$ cat src/rtl/keypad_scan.sv
// keypad_scan: 4x4 matrix keypad scanner with debounce and a valid/ack key handoff.
// Drives one row low at a time, samples the synchronised columns on each scan tick,
// and delivers one key code per debounced press.
module keypad_scan #(
    parameter int unsigned CLK_DIV        = 50000,
    parameter int unsigned DEBOUNCE_TICKS = 10
) (
    input  logic       clk,
    input  logic       rst,
    input  logic [3:0] col_n,
    output logic [3:0] row_n,
    output logic [3:0] key_code,
    output logic       key_valid,
    input  logic       key_ack,
    output logic       key_held,
    output logic       key_ovf
);

    localparam int unsigned DIV_W = (CLK_DIV > 1) ? $clog2(CLK_DIV) : 1;
    localparam int unsigned CNT_W = $clog2(DEBOUNCE_TICKS + 1);

    localparam logic [1:0] SCAN     = 2'd0;
    localparam logic [1:0] DEBOUNCE = 2'd1;
    localparam logic [1:0] PRESSED  = 2'd2;

    logic [3:0]       col_meta;
    logic [3:0]       col_sync;
    logic [DIV_W-1:0] div_cnt;
    logic             tick;

    logic [1:0]       state, state_nxt;
    logic [1:0]       row_idx, row_idx_nxt;
    logic [1:0]       key_col, key_col_nxt;
    logic [CNT_W-1:0] cnt, cnt_nxt;
    logic [CNT_W-1:0] cnt_inc;
    logic             cnt_done;

    logic [3:0]       key_code_nxt;
    logic             key_valid_nxt;
    logic             key_held_nxt;
    logic             key_ovf_nxt;

    logic             single;
    logic [1:0]       col_idx;
    logic             accept;

    // Two-stage synchroniser for the asynchronous column inputs
    always_ff @(posedge clk or posedge rst) begin
        if (rst) begin
            col_meta <= 4'hF;
            col_sync <= 4'hF;
        end else begin
            col_meta <= col_n;
            col_sync <= col_meta;
        end
    end

    assign tick = (div_cnt == DIV_W'(CLK_DIV - 1));

    // Scan tick divider, wraps at CLK_DIV-1
    always_ff @(posedge clk or posedge rst) begin
        if (rst) begin
            div_cnt <= '0;
        end else if (tick) begin
            div_cnt <= '0;
        end else begin
            div_cnt <= div_cnt + DIV_W'(1);
        end
    end

    // Classify the column pattern: exactly one low column, and which one
    always_comb begin
        single  = 1'b0;
        col_idx = 2'd0;
        case (col_sync)
            4'b1110: begin single = 1'b1; col_idx = 2'd0; end
            4'b1101: begin single = 1'b1; col_idx = 2'd1; end
            4'b1011: begin single = 1'b1; col_idx = 2'd2; end
            4'b0111: begin single = 1'b1; col_idx = 2'd3; end
            default: begin single = 1'b0; col_idx = 2'd0; end
        endcase
    end

    assign cnt_inc  = cnt + CNT_W'(1);
    assign cnt_done = (cnt_inc == CNT_W'(DEBOUNCE_TICKS));

    // Next-state and output logic for the scan/debounce/press FSM and key handoff
    always_comb begin
        state_nxt     = state;
        row_idx_nxt   = row_idx;
        key_col_nxt   = key_col;
        cnt_nxt       = cnt;
        key_code_nxt  = key_code;
        key_valid_nxt = key_valid;
        key_held_nxt  = key_held;
        key_ovf_nxt   = key_ovf;
        accept        = 1'b0;

        if (tick) begin
            case (state)
                SCAN: begin
                    if (single) begin
                        key_col_nxt = col_idx;
                        if (DEBOUNCE_TICKS == 1) begin
                            accept    = 1'b1;
                            cnt_nxt   = '0;
                            state_nxt = PRESSED;
                        end else begin
                            cnt_nxt   = CNT_W'(1);
                            state_nxt = DEBOUNCE;
                        end
                    end else begin
                        row_idx_nxt = row_idx + 2'd1;
                    end
                end
                DEBOUNCE: begin
                    if (single && (col_idx == key_col)) begin
                        if (cnt_done) begin
                            accept    = 1'b1;
                            cnt_nxt   = '0;
                            state_nxt = PRESSED;
                        end else begin
                            cnt_nxt = cnt_inc;
                        end
                    end else begin
                        cnt_nxt     = '0;
                        row_idx_nxt = row_idx + 2'd1;
                        state_nxt   = SCAN;
                    end
                end
                PRESSED: begin
                    if (col_sync == 4'hF) begin
                        if (cnt_done) begin
                            key_held_nxt = 1'b0;
                            cnt_nxt      = '0;
                            row_idx_nxt  = row_idx + 2'd1;
                            state_nxt    = SCAN;
                        end else begin
                            cnt_nxt = cnt_inc;
                        end
                    end else begin
                        cnt_nxt = '0;
                    end
                end
                default: begin
                    cnt_nxt   = '0;
                    state_nxt = SCAN;
                end
            endcase
        end

        // A new key beats a simultaneous ack; an unacked key causes the new one to be dropped
        if (accept) begin
            key_held_nxt = 1'b1;
            if (!key_valid || key_ack) begin
                key_code_nxt  = {row_idx, col_idx};
                key_valid_nxt = 1'b1;
            end else begin
                key_ovf_nxt = 1'b1;
            end
        end else if (key_ack && key_valid) begin
            key_valid_nxt = 1'b0;
            key_ovf_nxt   = 1'b0;
        end
    end

    // FSM and output registers
    always_ff @(posedge clk or posedge rst) begin
        if (rst) begin
            state     <= SCAN;
            row_idx   <= 2'd0;
            row_n     <= 4'b1110;
            key_col   <= 2'd0;
            cnt       <= '0;
            key_code  <= 4'h0;
            key_valid <= 1'b0;
            key_held  <= 1'b0;
            key_ovf   <= 1'b0;
        end else begin
            state     <= state_nxt;
            row_idx   <= row_idx_nxt;
            row_n     <= ~(4'b0001 << row_idx_nxt);
            key_col   <= key_col_nxt;
            cnt       <= cnt_nxt;
            key_code  <= key_code_nxt;
            key_valid <= key_valid_nxt;
            key_held  <= key_held_nxt;
            key_ovf   <= key_ovf_nxt;
        end
    end

endmodule
$ cat config.mk
export PLATFORM = sky130hd
export DESIGN_NAME = keypad_scan
export DESIGN_NICKNAME = d
export VERILOG_FILES = /design/src/rtl/keypad_scan.sv
export SDC_FILE = /design/constraint.sdc
export NUM_CORES = 1
export LEC_CHECK = 0
export BUFFER_PORTS_ARGS = -buffer_cell sky130_fd_sc_hd__buf_2
export CAP_MARGIN = 20
export CORE_ASPECT_RATIO = 1.5
export CORE_MARGIN = 1.5
export CORE_UTILIZATION = 60
export CTS_CLUSTER_SIZE = 16
export DETAILED_ROUTE_END_ITERATION = 8
export PLACE_DENSITY = 0.89
export SETUP_SLACK_MARGIN = 0.15
export SLEW_MARGIN = 0
export SYNTH_ARGS = -nofsm -noshare
export SYNTH_HDL_FRONTEND = slang
export SYNTH_SLANG_ARGS = --single-unit
export TNS_END_PERCENT = 5
$ cat constraint.sdc
create_clock -name clk -period 5.01 [get_ports clk]
set_input_delay 1.002 -clock clk [delete_from_list [all_inputs] [get_ports clk]]
set_output_delay 1.002 -clock clk [all_outputs]
set_load 0.02 [all_outputs]
==> metrics.txt, run 1 <==
Multi-input gate area=942 sq um; Worst setup SP type=flop; Die H=75.8 microns; area of the die=3910 sq um; Starting Density=62.7%; Worst Path Max Fanout=20; core area=3380 sq um; routability cong.=0.871; commonest non-fill, non-tap cell in the layout=dfrtp_1; synthesized area per cell=11.3 sq um; fmax=0.391 GHz; first-pass GRT wire length=5930 microns; Post-Synth XOR/XNOR Area=7.43%; Ys Warns=0; Net count, final=219; PnR Total Power=601 uW; Clock Latency Late Sink=290 ps; sequential fraction of the synthesis area=53.7%; post-layout minimum cycle time=2550 ps; port bufs=17; total number of vias=1447; final core occ=69.1%; RSZ-0062 raised after global routing=no; Worst-path clk slew=80 ps; Crit path buffers/inverters=0; number of max-cap violations=0; Final Hold Fails=0; Routed wire per std cell=14.0 microns; Final Skew=4.93 ps; fill count=264; pwr/cell area=257 nW/um^2; Worst setup EP type=flop; Non-Filler Instances=252; commonest cells after routing, fill and taps aside=dfrtp_1 (34), buf_2 (17), nor2_1 (16); Synth Area in Simple Gates=19.1%; Post-synth ARST share=100%; CP max-delay cell=and4_1; Tcrit/Tclk final=51.0%; Post-CTS Resized=0; Setup CP Type=reg2reg; largest net degree at the start of global routing=46; final hold slack=359 ps; Antenna Nets Post-Route=0; VDD IR-drop max=0.000234 V; hpwl dp=2580 microns; Worst EP arrival=2780 ps; Synth Register Bits=45; final setup vio count=0; Layout area overhead=10.2%; Mapped Nets=197; leakage power=1.09 nW; Root Buffer=clkbuf_8; H-tree levels=2; clock buffer depth=2; Yosys cell types=48; CTS tree=done; setup repair bufs after CTS=0; Post-Synthesis Cell Area=2120 sq um; vias in the first global route=1417; met3 wire length=151 microns; Top Metal Used=met4; worst min path class=reg2reg; adder-cell share of the synthesized area=1.77%; CP peak stage delay=610 ps; relative slew slack=49.1%; Main synth FF type=dfrtp_1; Slew @ Worst Pin=754 ps; Setup TNS=0 ps; share of cells above drive strength 1=22.4%; final slew viol count=0; routed wire length on met2=1910 microns; Num CTS Buffers=5; number of antenna violations at the first check in global routing=0; mux cell area share after synthesis=5.07%; CP required=5230 ps; number of synthesized flops with an enable pin=0; DRC errors left=0; io pins=18; # rows=26; Cell Chain, Critical Path=ha_1 > and3_1 > and4_1 > o211ai_1 > a211oi_2 > mux2i_1; M1 WL=1400 microns; Post-Route WL=3520 microns; Compound-Gate Fraction of Synth Area=11.1%; crit-path leading delay family=simple AND/OR/NAND/NOR gates; ANT cells=0; gr usage total=20.4%; DRT Pass-1 Iters=5; CTS Hold Bufs=0; vias per cell=5.74; Starting DRT DRC Count=43; TritonCTS sink count=45; status=complete, no violations; cell count after placement=244; Die Width=51.5 microns; Post-Synthesis Cells=187; main combinational cell family by area after synthesis=simple AND/OR/NAND/NOR gates; gr ovfl total=0; FF+latch area=1140 sq um
[metal layers]
layer / GRT usage [%] / up-vias
met5: 0 / -
met4: 8.48 / 0
met3: 4.90 / 9
met2: 37.6 / 36
met1: 22.2 / 690
li1: - / 712
[synthesized netlist by cell type (3+ instances only)]
master     n  area, sq um
nor2b_1    4         25.0
and3_1     5         31.3
dfrtp_1   34          851
nand2_1   10         37.5
nand4_1    3         18.8
o211ai_1   4         30.0
inv_1      7         26.3
nand2b_1   3         18.8
mux2_2     6         67.6
ha_1       3         37.5
nand3_1    8         40.0
o21ai_0    4         20.0
xor2_1    13          114
dfstp_2   11          289
xnor2_1    5         43.8
a21oi_1    3         15.0
nor2_1    16         60.1
mux2i_1    4         40.0
and2_1     6         37.5
[path summary, 6_finish.rpt]
path | start | to | slack [ps] | depth (start not counted)
setup reg to reg | div_cnt[0] | row_n[1] | 2460 | 6
hold / removal | col_meta[1] | col_sync[1] | 360 | 0
max in group asynchronous | rst | col_sync[2] | 3800 | 3
setup / recovery | div_cnt[0] | row_n[1] | 2460 | 6
min in group asynchronous | rst | key_code[0] | 840 | 3
hold reg to reg | col_meta[1] | col_sync[1] | 360 | 0
[sequential cells by signal, summed over array words and instances, names as in the netlist, 4 cells and up]
name      count
cnt           4
col_meta      4
col_sync      4
div_cnt      16
key_code      4
row_n         4
[power breakdown]
group | internal [mW] | switching [mW]
Clock | 0.0986 | 0.114
Combinational | 0.00560 | 0.0103
Sequential | 0.369 | 0.00346
Total | 0.473 | 0.128
[worst reg2reg max path, delay by kind of cell, from the launching register on]
family / cells / cell delay [ps]
and+or+nand+nor: 2 / 850
DFF: 1 / 390
adders and majority gates: 1 / 220
AOI/OAI and AO/OA: 2 / 770
muxes: 1 / 260
[cell type report]
type / instances / area share, %
Sequential cell: 45 / 48.8
Multi-Input combinational cell: 132 / 40.3
Timing Repair Buffer: 18 / 3.96
Clock buffer: 7 / 3.27
Tap cell: 42 / 2.25
Inverter: 7 / 1.12
Clock inverter: 1 / 0.321
[per-stage QoR]
step           worst slack, ps  cell area (sq um)
3_5_place_dp              2440               2250
4_1_cts                   2450               2340
6_report                  2460               2340
5_1_grt                   2230               2340
2_1_floorplan             2760               2120
3_3_place_gp              2550               2250
[kinds of logic after synthesis]
logic type	count (synthesis)
and+or+nand+nor	71
DFF	45
AOI/OAI and AO/OA	30
xor gates and xnor gates	18
buffers and inverters	10
muxes	10
adders and majority gates	3
Power figures use the tool's default switching activity.
==> run 2: changes to the inputs <==
Settings changed: CORE_UTILIZATION 60 to 53, PLACE_DENSITY 0.89 to 0.84.
Clock period 5.01 ns to 2.33 ns, I/O delays scaled along.
==> run 2 against run 1 <==
Net effect: maximum frequency rose by 19%; worst hold slack got worse by 96 ps; core utilization is 5.5 points lower; design area increased by 5.8%; count of clock-buffer cells in the layout shrank 2; critical path depth shrank 1.
==> metrics.txt, run 2 (synthesis results as in run 1) <==
area of the die=4400 sq um; post-route cell area=2470 sq um; CTS Hold Bufs=0; number of max-cap violations=0; Num CTS Buffers=5; Worst setup SP type=flop; Starting DRT DRC Count=37; worst flop-to-flop path startpoint=col_sync[1]; cell count after placement=253; pwr/cell area=578 nW/um^2; Net count, final=228; Post-Route WL=3900 microns; Worst EP arrival=2330 ps; Worst Path Max Fanout=4; TritonCTS sink count=45; worst r2r dst=key_code[1]; worst min path class=in2reg; Routed wire per std cell=14.8 microns; Sequential Power Share=56.0%; final hold slack=263 ps; Layout area overhead=16.6%; total number of vias=1496; DRC errors left=0; Comb power frac=2.6%; Antenna Nets Post-Route=0; core area=3890 sq um; CP max-delay cell=dfstp_2; Setup CP Type=reg2reg; Clock power frac=41.4%; vias per cell=5.67; worst reg2reg setup slack=180 ps; largest net degree at the start of global routing=46; Worst Reg2Reg Path Length in Cells=5; Worst setup EP type=flop; vias in the first global route=1463; leakage power=1.16 nW; Slew @ Worst Pin=550 ps; Multi-input gate area=971 sq um; Critical Path Sink=key_code[1]; final slew viol count=0; cell depth of the worst setup path=5; hpwl dp=2760 microns; RSZ-0062 raised after global routing=yes; Final Hold Fails=0; Die Width=54.7 microns; Starting Density=54.5%; commonest cells after routing, fill and taps aside=dfrtp_1 (32), buf_2 (17), nor2_1 (16); crit-path leading delay family=simple AND/OR/NAND/NOR gates; Non-Filler Instances=264; Setup TNS=0 ps; status=complete, no violations; H-tree levels=2; io pins=18; FF+latch area=1140 sq um; clock buffer depth=2; worst setup margin=184 ps; routability cong.=0.836; dpl ws=35.5 ps; CTS tree=done; fmax=0.466 GHz; Clock Latency Late Sink=300 ps; gr usage total=20.1%; Largest Register=div_cnt; share of cells above drive strength 1=28.8%; PnR Total Power=1.43 mW; Crit path buffers/inverters=0; internal power=1.13 mW; commonest non-fill, non-tap cell in the layout=dfrtp_1; CP required=2510 ps; post-layout minimum cycle time=2150 ps; Tcrit/Tclk final=92.1%; port bufs=17; Die H=80.5 microns; Cell Chain, Critical Path=or3b_1 > a211o_1 > a211oi_4 > and4_4 > mux2_4; Worst-path clk slew=80 ps; number of antenna violations at the first check in global routing=0; Final Skew=10.9 ps; CP peak stage delay=540 ps; ANT cells=0; first-pass GRT wire length=6340 microns; final core occ=63.6%; Root Buffer=clkbuf_8; DP Area=2300 sq um; # rows=28; Psw=300 uW; final setup vio count=0; VDD IR-drop max=0.000835 V; Switching Fraction=21.0%; max reg flops=16; CP startpoint=col_sync[1]; DRT Pass-1 Iters=4; fill count=314; relative slew slack=63.3%; gr ovfl total=0
==> run 2: cell count changes in the layout (fill, tap and decap cells not counted), sizes merged <==
| cell | previous run | this run |
|---|---|---|
| inv | 7 | 8 |
| clkbuf | 7 | 5 |
| bufinv | 0 | 1 |
| clkinv | 0 | 1 |
| clkinvlp | 1 | 0 |
| buf | 18 | 27 |
==> run 2: power by group through the flow <==
stage	Sequential, mW	Clock (mW)	Combinational (mW)
finish	0.799	0.591	0.0378
global placement	0.815	0	0.0351
CTS	0.800	0.603	0.0388
floorplan	0.812	0	0.0251
global route	0.801	0.633	0.0427
detailed placement	0.815	0	0.0362
==> run 2: what timing repair did <==
| action | in CTS | in global routing |
|---|---|---|
| buffers inserted | 2 | 1 |
| gates resized for setup | 8 | 5 |
| setup endpoints to repair | 9 | 14 |
| pin swaps | 3 | 3 |
==> run 2: routing by layer <==
metal / global-route usage (%) / wire length, microns / up-vias
met5: 0 / 0 / -
met4: 8.75 / 82 / 0
met3: 6.69 / 146 / 10
met2: 32.5 / 2130 / 31
met1: 23.4 / 1550 / 732
li1: - / - / 723
==> run 2: final cells by class <==
class | count | share of cell area (%)
inverter | 7 | 1.06
tap | 45 | 2.28
clock inverter | 3 | 1.77
timing repair buffer | 27 | 6.63
multi-input combinational | 132 | 39.3
sequential | 45 | 46.2
clock buffer | 5 | 2.78
==> run 2: worst min-delay path by stage <==
stage | slack [ps] | start | cells after the start | to
2_1_floorplan | 350 | col_meta[0] | 0 | col_sync[0]
3_3_place_gp | 350 | col_meta[2] | 0 | col_sync[2]
3_5_place_dp | 350 | col_meta[2] | 0 | col_sync[2]
4_1_cts | 250 | col_n[1] | 1 | col_meta[1]
5_1_grt | 250 | col_n[0] | 1 | col_meta[0]
6_report | 260 | col_n[1] | 1 | col_meta[1]
==> run 3: changes to the inputs <==
Settings changed: BUFFER_PORTS_ARGS -buffer_cell sky130_fd_sc_hd__buf_2 to -buffer_cell sky130_fd_sc_hd__buf_4.
==> run 3 against run 2 <==
Net effect: sequential power about the same; via count about the same; combinational power rose by 8.5%; first-iteration DRC count down 59%; count of clock-buffer cells in the layout is the same; largest power group unchanged; highest routed layer unchanged.
==> metrics.txt, run 3 (synthesis results as in run 1) <==
final setup vio count=0; Net count, final=229; area of the die=4400 sq um; Starting DRT DRC Count=15; cell count after placement=253; Final Skew=14.1 ps; Worst Path Max Fanout=4; gr usage total=21.7%; CP required=2520 ps; CTS tree=done; share of cells above drive strength 1=29.5%; relative slew slack=64.1%; core area=3890 sq um; fmax=0.463 GHz; Largest Register=div_cnt; final hold slack=272 ps; Post-Route WL=4010 microns; Layout area overhead=18.3%; Cell Chain, Critical Path=or3b_1 > a211o_1 > a211oi_4 > and4_4 > mux2_2; Final Hold Fails=0; total number of vias=1495; worst min path class=in2reg; worst r2r dst=key_code[0]; dpl ws=-114 ps; H-tree levels=2; Die Width=54.7 microns; gr ovfl total=0; CTS Hold Bufs=0; Worst Reg2Reg Path Length in Cells=5; worst reg2reg setup slack=170 ps; leakage power=1.17 nW; Worst setup SP type=flop; Starting Density=54.5%; Setup CP Type=reg2reg; Worst-path clk slew=80 ps; worst flop-to-flop path startpoint=col_sync[1]; Die H=80.5 microns; DRC errors left=0; vias in the first global route=1491; VDD IR-drop max=0.000800 V; commonest non-fill, non-tap cell in the layout=dfrtp_1; Hold Path Stages=1; Worst EP arrival=2350 ps; ANT cells=0; post-route cell area=2510 sq um; Antenna Nets Post-Route=0; io pins=18; # rows=28; Tcrit/Tclk final=92.8%; port bufs=17; Num CTS Buffers=5; CP peak stage delay=540 ps; first-pass GRT wire length=6820 microns; Routed wire per std cell=15.1 microns; WHS Endpoint=col_meta[2]; Clock Latency Late Sink=300 ps; post-layout minimum cycle time=2160 ps; RSZ-0062 raised after global routing=yes; final core occ=64.5%; worst setup margin=168 ps; pwr/cell area=570 nW/um^2; Worst Hold Launch=col_n[2]; Slew @ Worst Pin=539 ps; Root Buffer=clkbuf_8; Non-Filler Instances=265; vias per cell=5.64; Worst setup EP type=flop; commonest cells after routing, fill and taps aside=dfrtp_1 (32), buf_4 (28), nor2_1 (16); hpwl dp=2920 microns; largest net degree at the start of global routing=46; CP max-delay cell=dfstp_2; final slew viol count=0; number of antenna violations at the first check in global routing=0; number of max-cap violations=0; max reg flops=16; clock buffer depth=2; routability cong.=0.828; DP Area=2340 sq um; TritonCTS sink count=45; DRT Pass-1 Iters=4; status=complete, no violations
## run 3: cell count changes in the layout (fill, tap and decap cells not counted), moves of 4 or more
| cell | previous run | this run |
|---|---|---|
| mux2_4 | 4 | 0 |
| buf_4 | 9 | 28 |
| buf_2 | 17 | 0 |
| mux2_2 | 2 | 6 |
## run 3: critical path: cells and delay by family, from the launching register on
family	cells	cell delay [ps]
and+or+nand+nor	2	640
AOI/OAI and AO/OA	2	530
DFF	1	540
muxes	1	340
## run 3: area by class of cell
class                      count  area (sq um)
tap                           45          56.3
timing repair buffer          28           210
fill                         316          1380
inverter                       7          26.3
sequential                    45          1140
clock inverter                 3          43.8
multi-input combinational    132           961
clock buffer                   5          68.8
## run 3: worst max path at each step
stage	from	to	slack (ps)	cells after the start
2_1_floorplan	col_sync[1]	key_code[0]	80	5
3_3_place_gp	cnt[0]	row_idx[1]	80	6
3_5_place_dp	cnt[0]	row_idx[1]	-110	6
4_1_cts	col_sync[1]	key_code[0]	150	5
5_1_grt	col_sync[1]	key_code[0]	90	5
6_report	col_sync[1]	key_code[0]	170	5
## run 3: through the flow
stage | setup TNS [ps] | total power, mW
2_1_floorplan | 0 | 0.837
3_5_place_dp | -114 | 0.855
5_1_grt | 0 | 1.48
4_1_cts | 0 | 1.45
6_report | 0 | 1.43
3_3_place_gp | 0 | 0.852
## run 3: what timing repair did
action / CTS / global route
resized for setup: 7 / 2
gates cloned: 0 / 0
setup endpoints to repair: 11 / 11
hold endpoints to repair: 0 / 0
buffers inserted: 4 / 0
pin swaps: 1 / 1
## run 3: report_power, final
part	switching, mW	internal (mW)	leakage [nW]
clock network	0.269	0.321	0.0585
registers	0.00643	0.793	0.573
logic	0.0245	0.0165	0.540
## run 3: metal layers
layer  share of wire (%)  GRT usage, %  up-vias
li1                    -             -      729
met1                  41          24.1      740
met2                  55          37.6       19
met3                 2.2          5.58        7
met4                 2.0          8.50        0
met5                   0             0        -
